==> src/rtl/led_effect_engine.sv <==
// N-LED pattern generator with a tick prescaler and blink/fill/bounce/accumulate modes.
// A change of mode or speed restarts cleanly, and step_tick pulses for one cycle after each pattern advance.
module led_effect_engine #(
  parameter int N_LEDS   = 8,
  parameter int BASE_DIV = 4,
  parameter int DIV_W    = 24
) (
  input  logic              clk,
  input  logic              reset,
  input  logic [1:0]        speed,
  input  logic [1:0]        mode,
  input  logic              run,
  output logic [N_LEDS-1:0] q_out,
  output logic              step_tick
);

  localparam int KW = $clog2(N_LEDS + 1);
  localparam int PW = $clog2(N_LEDS);
  localparam logic [N_LEDS-1:0] ALL_ONES = '1;
  localparam logic [N_LEDS-1:0] ONE_HOT0 = N_LEDS'(1);
  localparam logic [KW-1:0]     K_FULL   = KW'(N_LEDS);
  localparam logic [PW-1:0]     P_TOP    = PW'(N_LEDS - 1);

  typedef enum logic [1:0] {
    M_BLINK  = 2'd0,
    M_FILL   = 2'd1,
    M_BOUNCE = 2'd2,
    M_ACCUM  = 2'd3
  } mode_e;

  logic [DIV_W-1:0]  r_cnt;
  mode_e             r_mode_q;
  logic [1:0]        r_speed_q;
  logic [N_LEDS-1:0] r_q;
  logic              r_step;
  logic [PW-1:0]     r_pos;
  logic              r_dir;
  logic [KW-1:0]     r_k;
  logic [PW-1:0]     r_p;

  mode_e             w_mode;
  logic [DIV_W-1:0]  w_term;
  logic              w_mode_chg;
  logic              w_spd_chg;
  logic              w_tick;
  logic [N_LEDS-1:0] w_start_q;
  logic [N_LEDS-1:0] w_nxt_q;
  logic [PW-1:0]     w_nxt_pos;
  logic              w_nxt_dir;
  logic [KW-1:0]     w_nxt_k;
  logic [PW-1:0]     w_nxt_p;

  assign w_mode     = mode_e'(mode);
  assign w_term     = (DIV_W'(BASE_DIV) << r_speed_q) - DIV_W'(1);
  assign w_mode_chg = (w_mode != r_mode_q);
  assign w_spd_chg  = (speed != r_speed_q);
  // A restart edge swallows any coincident tick.
  assign w_tick     = run && (r_cnt == w_term) && !w_mode_chg && !w_spd_chg;

  always_comb begin
    w_start_q = '0;
    case (w_mode)
      M_BOUNCE: w_start_q = ONE_HOT0;
      M_ACCUM:  w_start_q = {1'b1, {(N_LEDS-1){1'b0}}};
      default:  w_start_q = '0;
    endcase
  end

  always_comb begin
    w_nxt_q   = r_q;
    w_nxt_pos = r_pos;
    w_nxt_dir = r_dir;
    w_nxt_k   = r_k;
    w_nxt_p   = r_p;
    case (r_mode_q)
      M_BLINK: w_nxt_q = ~r_q;
      M_FILL:  w_nxt_q = (r_q == ALL_ONES) ? '0 : ((r_q << 1) | ONE_HOT0);
      M_BOUNCE: begin
        if (r_dir) begin
          w_nxt_pos = r_pos + PW'(1);
          w_nxt_dir = (w_nxt_pos != P_TOP);
        end else begin
          w_nxt_pos = r_pos - PW'(1);
          w_nxt_dir = (w_nxt_pos == '0);
        end
        w_nxt_q = ONE_HOT0 << w_nxt_pos;
      end
      M_ACCUM: begin
        if (r_k == K_FULL) begin
          w_nxt_k = '0;
          w_nxt_p = P_TOP;
        end else if (KW'(r_p) > r_k) begin
          w_nxt_p = r_p - PW'(1);
        end else begin
          w_nxt_k = r_k + KW'(1);
          w_nxt_p = P_TOP;
        end
        // Stacked bits below the runner; the full stack shows as all-ones.
        w_nxt_q = (w_nxt_k == K_FULL) ? ALL_ONES
                : (((ONE_HOT0 << w_nxt_k) - ONE_HOT0) | (ONE_HOT0 << w_nxt_p));
      end
      default: w_nxt_q = r_q;
    endcase
  end

  always_ff @(posedge clk or posedge reset) begin
    if (reset) begin
      r_cnt     <= '0;
      r_mode_q  <= M_BLINK;
      r_speed_q <= '0;
      r_q       <= '0;
      r_step    <= 1'b0;
      r_pos     <= '0;
      r_dir     <= 1'b1;
      r_k       <= '0;
      r_p       <= P_TOP;
    end else begin
      r_mode_q  <= w_mode;
      r_speed_q <= speed;
      r_step    <= w_tick;
      if (w_mode_chg) begin
        r_cnt <= '0;
        r_q   <= w_start_q;
        r_pos <= '0;
        r_dir <= 1'b1;
        r_k   <= '0;
        r_p   <= P_TOP;
      end else if (w_spd_chg) begin
        r_cnt <= '0;
      end else if (run) begin
        if (w_tick) begin
          r_cnt <= '0;
          r_q   <= w_nxt_q;
          r_pos <= w_nxt_pos;
          r_dir <= w_nxt_dir;
          r_k   <= w_nxt_k;
          r_p   <= w_nxt_p;
        end else begin
          r_cnt <= r_cnt + DIV_W'(1);
        end
      end
    end
  end

  assign q_out     = r_q;
  assign step_tick = r_step;

endmodule

==> config.mk <==
export PLATFORM = sky130hd
export DESIGN_NAME = led_effect_engine
export DESIGN_NICKNAME = d
export VERILOG_FILES = /design/src/rtl/led_effect_engine.sv
export SDC_FILE = /design/constraint.sdc
export NUM_CORES = 1
export LEC_CHECK = 0
export BUFFER_PORTS_ARGS = -buffer_cell sky130_fd_sc_hd__buf_2
export CORE_MARGIN = 5
export CORE_UTILIZATION = 50
export DETAILED_ROUTE_END_ITERATION = 8
export PLACE_DENSITY_LB_ADDON = 0.1
export SYNTH_ARGS = -nofsm -noshare
export SYNTH_HDL_FRONTEND = slang
export SYNTH_SLANG_ARGS = --single-unit
==> constraint.sdc <==
create_clock -name clk -period 3.74 [get_ports clk]
set_input_delay 0.748 -clock clk [delete_from_list [all_inputs] [get_ports clk]]
set_output_delay 0.748 -clock clk [all_outputs]
set_load 0.005 [all_outputs]
==> impl_metrics.json <==
{
  "path_delay_family": "simple AND/OR/NAND/NOR gates",
  "rows": 30,
  "worst_slew_pin_slew_ns": 1.03,
  "dp_hpwl_um": 6080,
  "clockRootBuffer": "clkbuf_8",
  "cts_htree_levels": 2,
  "drive_above_1_share_pct": 10.2,
  "end_kind": "flop",
  "antenna_found_initial": 0,
  "hold_viol": 0,
  "cts_tree": "yes",
  "worst_setup_path_start_kind": "flop",
  "ant_nets": 0,
  "grt_pass1_wl_um": 14300,
  "insertion_delay_ns": 0.31,
  "critPathArrivalTime_ns": 3.53,
  "fp.dieW_um": 92.9,
  "final_cell_area_um2": 3640,
  "drt-wirelength-per-cell_um": 16.7,
  "min_path_type": "reg2reg",
  "fin_skew_ns": 0.00921,
  "critPathKind": "reg2reg",
  "startpoint": "r_k[2]$_DFFE_PP0P_",
  "synthCells": 417,
  "core_area_um2": 6760,
  "final_cell_mix": "52 x nand2_1, 44 x dfrtp_1, 38 x o21ai_0",
  "synth_flop_cell": "dfrtp_1",
  "cts.sinks": 48,
  "holdBufCountCts": 0,
  "ctsResizeCount": 0,
  "wirelength_um": 8360,
  "ys_ff_latch": 48,
  "port-buffer-count": 15,
  "routabilityCongestion": 0.894,
  "synthDistinctLibCells": 62,
  "die_h_um": 92.9,
  "vdd_drop_max_mv": 0.160,
  "drc_errors": 0,
  "min_period_ns": 3.29,
  "crit_slowest_cell": "mux2_2",
  "io_pins": 16,
  "yosysWarnings": 0,
  "synth-seq-area-share_pct": 35.1,
  "synth_top_cells_by_area": "dfrtp_1 32%, nand2_1 5.7%, o21ai_0 5.5%, ha_1 4.4%, a21oi_1 3.9%",
  "vias": 3115,
  "grt_max_degree": 49,
  "max_stage_delay_ns": 0.48,
  "grt_overflow": 0,
  "p_leak_nw": 1.55,
  "min_delay_worst_endpoint": "r_p[1]$_DFFE_PP1P_",
  "synth_top_cell_area_share_pct": 32.0,
  "reg2regPathDepth": 12,
  "syn_area_per_cell_um2": 8.24,
  "regToRegEndpoint": "q_out[4]$_DFFE_PP0P_",
  "clkTransAtPathRegs_ns": 0.09,
  "worstPathMaxFanout": 10,
  "post-route-period-util_pct": 88.0,
  "drv_slew": 0,
  "whs_path_depth": 2,
  "cts_buffers": 5,
  "max_freq_mhz": 304,
  "postPlaceCellArea_um2": 3560,
  "track_usage_pct": 20.5,
  "status": "finished, final reports clean",
  "path_buf_inv": 2,
  "drtIter0Drc": 135,
  "crit_chain": "inv_1 -> ha_1 -> and3b_1 -> o21ai_1 -> mux2_2 -> nand3_1 -> ha_1 -> inv_1 -> nand2b_1 -> a21oi_1 -> or3_1 -> a21oi_1",
  "cp.depth": 12,
  "power_density_nw_per_um2": 257,
  "post_cts_buffers": 0,
  "clock_path_buffers": 2,
  "cp.required_ns": 3.98,
  "synth_top_cell_by_area": "dfrtp_1",
  "drtPass1Iterations": 5,
  "syn_area_um2": 3440,
  "antenna_cells": 0,
  "postSynth.asyncResetShare_pct": 100,
  "setup_tns_ns": 0,
  "maxCapViolCount": 0,
  "hp-start": "r_p[1]$_DFFE_PP1P_",
  "rsz0062_at_grt": "false",
  "fp.dieArea_um2": 8630,
  "start_util_pct": 50.9,
  "viasPerCell": 6.21,
  "first_global_vias": 2904,
  "synth_edf_count": 0,
  "r2r_slack_ns": 0.45,
  "report.final.setup_viol": 0,
  "area_delta_synth_final_pct": 6.04,
  "worstReg2RegStart": "r_k[2]$_DFFE_PP0P_",
  "maxSlewHeadroom_pct": 31.0,
  "nets": 440,
  "syn_nets": 436,
  "final_common_cell": "nand2_1"
}
-- cell type report --
cell class	instances	area [um2]
fillers	630	3110
clock buffers	6	72.6
inverters	12	45.0
repair buffers	19	105
flip-flops and latches	48	1210
well taps	80	100
multi-input cells	335	2100
clock inverters	2	16.3
-- cells by family after synthesis --
kind of cell             after synthesis  share of synthesized area [%]
XOR/XNOR                              23                           5.86
flip-flops                            48                           35.1
adder cells (fa/ha/maj)               12                           4.37
multiplexers                           4                           1.24
AND/OR/NAND/NOR                      183                           28.6
AO/OA/AOI/OAI                        113                           21.0
buffers and inverters                 34                           3.82
-- how the worst max path moves through the flow --
| stage | end |
|---|---|
| final | q_out[4]$_DFFE_PP0P_ |
| after global routing | q_out[4]$_DFFE_PP0P_ |
| after CTS | q_out[4]$_DFFE_PP0P_ |
| after detailed placement | q_out[4]$_DFFE_PP0P_ |
| after global placement | q_out[4]$_DFFE_PP0P_ |
| after floorplan | q_out[4]$_DFFE_PP0P_ |
-- sequential cells by signal, indices dropped and copies added (netlist names) --
register and cells:
r_speed_q 2, step_tick 1, r_cnt 24, r_p 3, r_dir 1, r_k 4, r_pos 3, r_mode_q 2
q_out 8
-- metal layers --
layer	GRT usage [%]	routed length, um	part of all wire (%)	vias to the layer above
li1	-	-	-	1533
met1	27.3	3880	46	1500
met2	34.0	4070	49	73
met3	3.09	315	3.8	9
met4	6.35	104	1.2	0
met5	0	0	0	-
-- synthesized netlist by cell type, types with 5 or more instances --
cell type / count
a21oi_1: 27
a31oi_1: 9
and2_1: 6
and3_1: 15
clkbuf_1: 18
dfrtp_1: 44
ha_1: 12
inv_1: 12
nand2_1: 52
nand3_1: 20
nand3b_1: 6
nand4_1: 12
nor2_1: 30
nor3_1: 7
nor3b_1: 5
o21ai_0: 38
xnor2_1: 11
xor2_1: 12
-- tightest hold or removal path: cells and delay by family, from the launching register on --
| kind | cells | cell delay, ns |
|---|---|---|
| buffers and inverters | 1 | 0.06 |
| AOI/OAI and AO/OA | 1 | 0.07 |
| DFF | 1 | 0.38 |
-- where the power goes --
part | total (mW) | switching, mW | internal (mW)
Clock | 0.323 | 0.189 | 0.134
Sequential | 0.536 | 0.0114 | 0.524
Combinational | 0.0777 | 0.0527 | 0.0250
Total | 0.936 | 0.253 | 0.683
-- per-stage QoR --
| step | hold slack, ns | instances | power, mW | util [%] | setup WS, ns |
|---|---|---|---|---|---|
| final | 0.519 | 502 | 0.936 | 53.9 | 0.449 |
| after global routing | 0.555 | 502 | 0.983 | 53.9 | 0.168 |
| after CTS | 0.522 | 502 | 0.952 | 53.9 | 0.471 |
| after detailed placement | 0.509 | 494 | 0.624 | 52.6 | 0.481 |
| after global placement | 0.494 | 494 | 0.624 | 52.6 | 0.591 |
| after floorplan | 0.475 | 417 | 0.596 | - | 0.665 |
No activity file was read; power rests on OpenSTA's default activity.
